### config.mk
export PLATFORM = sky130hd
export DESIGN_NAME = imem_loader_flat
export DESIGN_NICKNAME = d
export VERILOG_FILES = /design/src/rtl/imem_loader_if.sv /design/src/rtl/imem_loader.sv /design/src/flat_wrapper.sv
export SDC_FILE = /design/constraint.sdc
export NUM_CORES = 1
export LEC_CHECK = 0
export ABC_AREA = 0
export CORE_ASPECT_RATIO = 1.1
export CORE_UTILIZATION = 55
export CTS_CLUSTER_DIAMETER = 40
export DETAILED_ROUTE_END_ITERATION = 10
export HOLD_SLACK_MARGIN = 0.06
export PLACE_DENSITY_LB_ADDON = 0.25
export SYNTH_ARGS = -nofsm -noshare
export SYNTH_HDL_FRONTEND = slang
export SYNTH_SLANG_ARGS = --single-unit
### constraint.sdc
create_clock -name clk -period 4.9 [get_ports clk]
set_clock_uncertainty 0.05 [all_clocks]
set_input_delay 0.49 -clock clk [delete_from_list [all_inputs] [get_ports clk]]
set_output_delay 0.49 -clock clk [all_outputs]
set_load 0.005 [all_outputs]
### src/rtl/imem_loader_if.sv
// Byte-stream handshake feeding the instruction-memory loader.
// The source drives data/valid; the loader answers with ready.
interface imem_loader_if;
  logic [7:0] in_data;
  logic       in_valid;
  logic       in_ready;

  modport master (
    output in_data,
    output in_valid,
    input  in_ready
  );

  modport slave (
    input  in_data,
    input  in_valid,
    output in_ready
  );
endinterface

### src/rtl/imem_loader.sv
// Instruction-memory loader: byte stream -> 32-bit LE words, holds CPU in reset.
// Optional trailer XOR check enabled by IMEM_LOADER_CHECKSUM_EN.
module imem_loader #(
  parameter int ADDR_WIDTH = 10,
  parameter int WORD_WIDTH = 32
) (
  input  logic                  clk,
  input  logic                  rst,
  input  logic                  start,
  imem_loader_if.slave          strm,
  output logic                  mem_we,
  output logic [ADDR_WIDTH-1:0] mem_addr,
  output logic [WORD_WIDTH-1:0] mem_wdata,
  output logic                  cpu_hold,
  output logic                  done,
  output logic                  error
);

  typedef enum logic [2:0] {
    IDLE,
    HDR_LO,
    HDR_HI,
    DATA,
    WRITE,
    DONE,
    ERR
`ifdef IMEM_LOADER_CHECKSUM_EN
    , CHK
`endif
  } state_t;

`ifdef IMEM_LOADER_CHECKSUM_EN
  localparam state_t FIN = CHK;
`else
  localparam state_t FIN = DONE;
`endif

  localparam logic [16:0] NMAX = 17'(2 ** ADDR_WIDTH);

  state_t state, nxt;

  logic [15:0]           n_q;
  logic [16:0]           wcnt;
  logic [1:0]            bidx;
  logic [WORD_WIDTH-1:0] sreg;
  logic [15:0]           hdr_n;
  logic                  acc;
  logic                  go;
  logic                  last;

`ifdef IMEM_LOADER_CHECKSUM_EN
  logic [7:0] csum;
`endif

  assign acc   = strm.in_valid & strm.in_ready;
  assign go    = start & ((state == IDLE) | (state == DONE) | (state == ERR));
  assign hdr_n = {strm.in_data, n_q[7:0]};
  assign last  = (wcnt + 17'd1) == {1'b0, n_q};

  assign mem_wdata = sreg;

  always_comb begin
    nxt = state;
    unique case (state)
      IDLE, DONE, ERR: begin
        if (start) nxt = HDR_LO;
      end
      HDR_LO: begin
        if (acc) nxt = HDR_HI;
      end
      HDR_HI: begin
        if (acc) begin
          if (hdr_n == 16'd0)
            nxt = FIN;
          else if ({1'b0, hdr_n} > NMAX)
            nxt = ERR;
          else
            nxt = DATA;
        end
      end
      DATA: begin
        if (acc && bidx == 2'd3) nxt = WRITE;
      end
      WRITE: begin
        nxt = last ? FIN : DATA;
      end
`ifdef IMEM_LOADER_CHECKSUM_EN
      CHK: begin
        if (acc) nxt = (strm.in_data == csum) ? DONE : ERR;
      end
`endif
      default: nxt = IDLE;
    endcase
  end

  always_ff @(posedge clk or negedge rst) begin
    if (!rst) begin
      state <= IDLE;
    end else begin
      state <= nxt;
    end
  end

  // Outputs are decoded from the next state so they line up with the state register.
  always_ff @(posedge clk or negedge rst) begin
    if (!rst) begin
      strm.in_ready <= 1'b0;
      mem_we        <= 1'b0;
      cpu_hold      <= 1'b1;
      done          <= 1'b0;
      error         <= 1'b0;
    end else begin
      strm.in_ready <= (nxt == HDR_LO) | (nxt == HDR_HI) | (nxt == DATA)
`ifdef IMEM_LOADER_CHECKSUM_EN
                     | (nxt == CHK)
`endif
                     ;
      mem_we   <= (nxt == WRITE);
      cpu_hold <= (nxt != DONE);
      done     <= (nxt == DONE);
      error    <= (nxt == ERR);
    end
  end

  always_ff @(posedge clk or negedge rst) begin
    if (!rst) begin
      n_q      <= '0;
      wcnt     <= '0;
      bidx     <= '0;
      sreg     <= '0;
      mem_addr <= '0;
    end else if (go) begin
      wcnt     <= '0;
      bidx     <= '0;
      mem_addr <= '0;
    end else begin
      unique case (state)
        HDR_LO: if (acc) n_q[7:0] <= strm.in_data;
        HDR_HI: if (acc) n_q[15:8] <= strm.in_data;
        DATA: begin
          if (acc) begin
            sreg[{bidx, 3'b000} +: 8] <= strm.in_data;
            bidx <= bidx + 2'd1;
          end
        end
        WRITE: begin
          mem_addr <= mem_addr + 1'b1;
          wcnt     <= wcnt + 17'd1;
        end
        default: ;
      endcase
    end
  end

`ifdef IMEM_LOADER_CHECKSUM_EN
  always_ff @(posedge clk or negedge rst) begin
    if (!rst) begin
      csum <= '0;
    end else if (go) begin
      csum <= '0;
    end else if (state == DATA && acc) begin
      csum <= csum ^ strm.in_data;
    end
  end
`endif

endmodule
### src/flat_wrapper.sv
// flat-port wrapper written by rule: the top's interface ports become plain ports
module imem_loader_flat 
#(
  parameter int ADDR_WIDTH = 10,
  parameter int WORD_WIDTH = 32
)
  (clk, rst, start, mem_we, mem_addr, mem_wdata, cpu_hold, done, error, strm_in_data, strm_in_valid, strm_in_ready);
  imem_loader_if strm_i ();
  input  logic clk;
  input  logic rst;
  input  logic start;
  output logic mem_we;
  output logic [ADDR_WIDTH-1:0] mem_addr;
  output logic [WORD_WIDTH-1:0] mem_wdata;
  output logic cpu_hold;
  output logic done;
  output logic error;
  input wire logic [$bits(strm_i.in_data)-1:0] strm_in_data;
  input wire logic [$bits(strm_i.in_valid)-1:0] strm_in_valid;
  output wire logic [$bits(strm_i.in_ready)-1:0] strm_in_ready;
  assign strm_i.in_data = strm_in_data;
  assign strm_i.in_valid = strm_in_valid;
  assign strm_in_ready = strm_i.in_ready;
  imem_loader #(.ADDR_WIDTH(ADDR_WIDTH), .WORD_WIDTH(WORD_WIDTH)) u_core (.clk(clk), .rst(rst), .start(start), .strm(strm_i), .mem_we(mem_we), .mem_addr(mem_addr), .mem_wdata(mem_wdata), .cpu_hold(cpu_hold), .done(done), .error(error));
endmodule
Yosys cells after proc, flatten, opt, wreduce, memory -nomap -nowiden. Index checks and enable logic that the tools add are counted.

Register bits: 85. Input port bits: 12. Output and inout bits: 47. Word-level logic and storage cells: 68.

Add/subtract/negate cells: 4. $lt $le $gt $ge: 1. Eq/ne operators: 15. Shift operators: 2. Muxes and demuxes: 16. Bitwise operators: 7. Reduce and logical (&&, ||, !) cells: 11.

Operators with widths (count): 2-to-1 mux 17 bit (2); bitwise mux 32 bit (1); variable shift 8 x 7 -> 32 bit, first input constant (1); variable part select 8 x 7 -> 32 bit (1); 2-to-1 mux 3 bit (7); 2-to-1 mux 10 bit (2); == test 3 bit, second input constant (6); adder 17 x 1 -> 17 bit, second input constant (1); == test 17 x 16 -> 1 bit (1); > comparator 16 x 11 -> 1 bit, second input constant (1); zero test 16 bit (1); case mux 3 bit (5 select lines) (1); == test 3 x 2 -> 1 bit, second input constant (4); adder 10 x 1 -> 10 bit, second input constant (1); AND reduction 3 bit (3); negator 5 -> 7 bit (1); == test 3 x 1 -> 1 bit, second input constant (2); 2-to-1 mux 2 bit (3); nonzero test 2 bit (3); OR 1 bit (4); zero test 3 bit (1); inequality test 3 bit, second input constant (1); OR reduction 3 bit (1); adder 2 x 1 -> 2 bit, second input constant (1); other kinds (5) (6).

Longest topological paths before layout.
Word-level depth: 8. Depth in mapped cells: 8. Gate-level depth less buffers: 7.

Worst setup path after synthesis. OpenSTA, ideal clock, no wires.

Path kind: register -> register. Start point: register u_core.wcnt[1]. End point: register u_core.state[2]. Arrival: 1949 ps. Data required time: 4726 ps. Path slack: 2777 ps. Stages on the path, launching flop included: 9. Path buffers: 1. Clock period less this slack: 2123 ps. Cells stage by stage: dfrtp_1 > ha_1 > and3_1 > buf_2 > nand4_2 > mux2i_1 > a211oi_1 > nor2_1 > a211o_1.

Longest elaborated chain between the ends: 4.

RTL lines: start, declared (RTL line imem_loader.sv:43) `logic [16:0] wcnt;`; start signal, assigned (RTL line imem_loader.sv:148) `wcnt <= wcnt + 17'd1;`; adder 17 x 1 -> 17 bit (RTL line imem_loader.sv:58) `assign last = (wcnt + 17'd1) == {1'b0, n_q};`; == test 17 x 16 -> 1 bit (RTL line imem_loader.sv:58); 2-to-1 mux 3 bit (RTL line imem_loader.sv:85) `nxt = last ? FIN : DATA;`; case mux 3 bit (5 select lines) (RTL line imem_loader.sv:64) `unique case (state)`; via u_core.nxt[2] (RTL line imem_loader.sv:40) `state_t state, nxt;`; end signal, assigned (RTL line imem_loader.sv:100) `state <= nxt;`; end, declared (RTL line imem_loader.sv:40).

The timed path passes the listed nets, and every way through them passes these cells. A chain may end at the register's enable or synchronous reset.

Worst setup path in the final report.
Start point: register u_core.wcnt[0]. End point: register u_core.state[2].

Same word-level chain as after synthesis.

==> summary.md <==
| Metric | Value |
|---|---|
| Antenna-violating nets left | 0 |
| Clk_lat worst skew | 370 ps |
| Proportion of synthesized flip-flops having asynchronous set or reset | 100.0% |
| Instance count of the mapped netlist | 486 |
| Aggregate routed wire length | 10.58 mm |
| Critical Path AT | 2870 ps |
| Post-route clock period utilization | 54.49% |
| CTS tree | yes |
| Clock net sink count | 85 |
| Count of H-tree levels built during CTS | 3 |
| Root Buffer Master | sky130_fd_sc_hd__clkbuf_8 |
| Number of max-cap violations | 0 |
| DRC violation count after routing | 0 |
| Relative slew slack | 27.15% |
| Post-route insts no fill | 640 |
| Die Footprint | 8440 um^2 |
| Filler Cells Inserted | 619 |
| Reg-to-reg startpoint | u_core.wcnt[0] |
| Cells on worst reg2reg path | 7 |
| Number of nets produced by synthesis | 505 |
| Final hold vios | 0 |
| Via count of the first global-routing pass | 3507 |
| Critical Path Start Type | flip-flop |
| Result of the run | completed |
| WS Path Type | reg -> reg |
| Net count of the finished layout | 546 |
| Cells traversed along the worst timing path | ha_1 > nand3_1 > nor4_1 > a2111oi_0 > a211oi_1 > nor2_1 > a211o_1 |
| Initial Utilization | 56.44% |
| Via-per-instance ratio | 5.758 |
| CP endpoint kind | flip-flop |
| Total Negative Setup Slacks | 0 ps |
| Netlist Area Pre-Place | 4442 um^2 |
| Final instance area | 5228 um^2 |
| P per Cell Area | 470.3 nW/um^2 |
| P_leak | 2.156 nW |
| Core Rows | 34 |
| Dpl hpwl | 7.579 mm |
| Worst hold-check path type | in -> async |
| DRT iter0 DRCs | 221 |
| Number of antenna violations at the first check in global routing | 0 |
| Boundary Pins | 59 |
| Fin. max-slew vios | 0 |
| # diodes | 0 |
| Worst-case vdd ir drop | 0.3009 mV |
| Number of instances in the placed design | 624 |
| Share of final-layout standard cells stronger than drive strength 1 | 8.083% |
| Endpoint of the worst register-to-register path | u_core.state[2] |
| # Post-CTS Setup Buffers | 0 |
| Transition time at the pin with the least slew margin | 1090 ps |
| Slowest stage delay, CP | 480 ps |
| Maximum number of pins on one net before global-route repair | 86 |
| Horizontal die dimension | 87.69 um |
| Initial DRT Pass Iterations | 5 |
| Global placer's final weighted congestion | 0.8596 |
| Setup slack of the worst register-to-register path | 2230 ps |
| Clock slew seen by the registers of the worst setup and hold paths | 90 ps |
| Slowest cell on the critical path | sky130_fd_sc_hd__a211oi_1 |
| Worst Slack Setup Final | 2230 ps |
| Final Hold Slack | 244.5 ps |
| Drt wl/cell | 16.52 um |
| Number of synthesized flops with an enable pin | 0 |
| Number of distinct standard cells referenced by the synthesized netlist | 57 |
| Count of final setup violators | 0 |
| Required time of the worst setup path | 5100 ps |
| Setup repair after global routing missed its margin | no |
| Port Buffer Count | 58 |
| Place WS | 2089 ps |
| Cell area after placement | 5035 um^2 |
| Overall fraction of global-route tracks in use | 27.32% |
| Number of warnings reported in the yosys synthesis log | 0 |
| Post-cts gate resize count | 0 |
| Total Power Consumption | 2.458 mW |
| Global-route wire length before repair | 17.26 mm |
| Fraction of the yosys area taken by sequential cells | 47.92% |
| Overflow after GRT | 0 |
| Avg Synthesized Cell Area | 9.139 um^2 |
| Height of the die | 96.25 um |
| Post-synthesis sequential element count | 85 |
| Max Clock Freq | 0.3745 GHz |
| Post-Route Utilization | 66.42% |
| Minimum clock period | 2670 ps |
| Count of hold-fix buffers inserted at cts | 0 |
| Floorplan core area | 7870 um^2 |
| CTS buffer count | 9 |
| Most instantiated flip-flop cell in the synthesis netlist | sky130_fd_sc_hd__dfrtp_1 |
| Largest fanout on the critical path | 11 |
| Number of buffers between clock root and the deepest sink | 2 |
| Area growth, synth to finish | 17.69% |
| Vias | 3685 |
-- power by group --
part | switching (mW) | internal, mW
logic | 0.467 | 0.430
registers | 0.195 | 0.877
clock network | 0.288 | 0.201
total | 0.950 | 1.51
-- state kept, by name, indices dropped and copies added, names as in the netlist --
name	cells
u_core.bidx	2
u_core.mem_we	1
u_core.mem_addr	10
u_core.mem_wdata	32
u_core.state	3
u_core.error	1
u_core.n_q	16
u_core.done	1
u_core.wcnt	17
u_core.cpu_hold	1
u_core.strm.in_ready	1
-- final cells by class --
cell class                 count  area [um^2]  share of cell area, %
sequential                    85         2128                  40.71
tap                          108        135.1                  2.585
inverter                       9        33.78                 0.6462
timing repair buffer          59        585.6                  11.20
clock buffer                   9        123.9                  2.370
multi-input combinational    363         2152                  41.17
clock inverter                 7        68.82                  1.316
-- cells in the final DEF (no fill, tap or decap), types with 2 or more instances in the layout --
master / n
sky130_fd_sc_hd__nand4b_1: 2
sky130_fd_sc_hd__and2_1: 4
sky130_fd_sc_hd__xor2_1: 12
sky130_fd_sc_hd__nor4_2: 2
sky130_fd_sc_hd__nor4_1: 5
sky130_fd_sc_hd__nand4_1: 8
sky130_fd_sc_hd__ha_1: 7
sky130_fd_sc_hd__a31oi_1: 5
sky130_fd_sc_hd__clkdlybuf4s50_1: 57
sky130_fd_sc_hd__mux2i_1: 2
sky130_fd_sc_hd__dfrtp_1: 84
sky130_fd_sc_hd__clkbuf_8: 9
sky130_fd_sc_hd__nor2b_1: 2
sky130_fd_sc_hd__nand3_1: 12
sky130_fd_sc_hd__nand3b_1: 2
sky130_fd_sc_hd__o41ai_1: 4
sky130_fd_sc_hd__or3_1: 3
sky130_fd_sc_hd__nor2_1: 31
sky130_fd_sc_hd__o31a_1: 2
sky130_fd_sc_hd__inv_6: 3
sky130_fd_sc_hd__a21oi_1: 12
sky130_fd_sc_hd__nand2_1: 96
sky130_fd_sc_hd__nor3_1: 9
sky130_fd_sc_hd__inv_1: 9
sky130_fd_sc_hd__o22ai_1: 2
sky130_fd_sc_hd__o31ai_1: 6
sky130_fd_sc_hd__and3_1: 7
sky130_fd_sc_hd__o21ai_0: 61
sky130_fd_sc_hd__nor3b_1: 3
sky130_fd_sc_hd__buf_4: 2
sky130_fd_sc_hd__xnor2_1: 12
sky130_fd_sc_hd__inv_8: 3
sky130_fd_sc_hd__a211oi_1: 6
sky130_fd_sc_hd__and4_1: 3
sky130_fd_sc_hd__nand2b_1: 7
sky130_fd_sc_hd__mux2_2: 15
-- cells by family after synthesis --
kind of cell             share of synthesized area [%]
AND/OR/NAND/NOR                                  22.70
AO/OA/AOI/OAI                                    14.79
flip-flops                                       47.92
buffers and inverters                            3.634
XOR/XNOR                                         4.732
multiplexers                                     4.253
adder cells (fa/ha/maj)                          1.972
-- worst max path at each step --
stage / start / end / depth (start not counted)
finish: u_core.wcnt[0] / u_core.state[2] / 7
global route: u_core.wcnt[0] / u_core.state[2] / 7
CTS: u_core.wcnt[0] / u_core.state[2] / 7
detailed placement: strm_in_data[7] / u_core.done / 7
global placement: strm_in_data[7] / u_core.done / 7
floorplan: u_core.wcnt[1] / u_core.state[2] / 8
-- synth_stat cells, types with 3 or more instances --
library cell	instances	share of area, %
sky130_fd_sc_hd__nand2_1	96	8.1
sky130_fd_sc_hd__dfrtp_1	84	47
sky130_fd_sc_hd__o21ai_0	61	6.9
sky130_fd_sc_hd__nor2_1	31	2.6
sky130_fd_sc_hd__mux2_2	15	3.8
sky130_fd_sc_hd__buf_2	13	1.5
sky130_fd_sc_hd__clkbuf_1	13	1.1
sky130_fd_sc_hd__a21oi_1	12	1.4
sky130_fd_sc_hd__nand3_1	12	1.4
sky130_fd_sc_hd__xnor2_1	12	2.4
sky130_fd_sc_hd__xor2_1	12	2.4
sky130_fd_sc_hd__inv_1	9	0.76
sky130_fd_sc_hd__nor3_1	9	1.0
sky130_fd_sc_hd__nand4_1	8	1.1
sky130_fd_sc_hd__and3_1	7	0.99
sky130_fd_sc_hd__ha_1	7	2.0
sky130_fd_sc_hd__nand2b_1	7	0.99
sky130_fd_sc_hd__a211oi_1	6	1.0
sky130_fd_sc_hd__o31ai_1	6	1.0
sky130_fd_sc_hd__a31oi_1	5	0.70
sky130_fd_sc_hd__nor4_1	5	0.70
sky130_fd_sc_hd__and2_1	4	0.56
sky130_fd_sc_hd__o41ai_1	4	0.79
sky130_fd_sc_hd__and4_1	3	0.59
sky130_fd_sc_hd__nor3b_1	3	0.51
sky130_fd_sc_hd__or3_1	3	0.42
-- worst max-delay path, delay by kind of cell, from the launching register on --
kind / cells / cell delay (ps)
AO/OA/AOI/OAI: 3 / 910
adder cells (fa/ha/maj): 1 / 280
flip-flops: 1 / 470
AND/OR/NAND/NOR: 3 / 840
-- per-layer routing --
layer / up-vias / share of wire [%] / GRT usage [%]
met1: 1791 / 44 / 35.41
li1: 1788 / - / -
met4: 0 / 1.3 / 9.973
met2: 92 / 50 / 45.77
met3: 14 / 4.7 / 5.146
met5: - / 0 / 0
(Power assumes the default switching activity.)
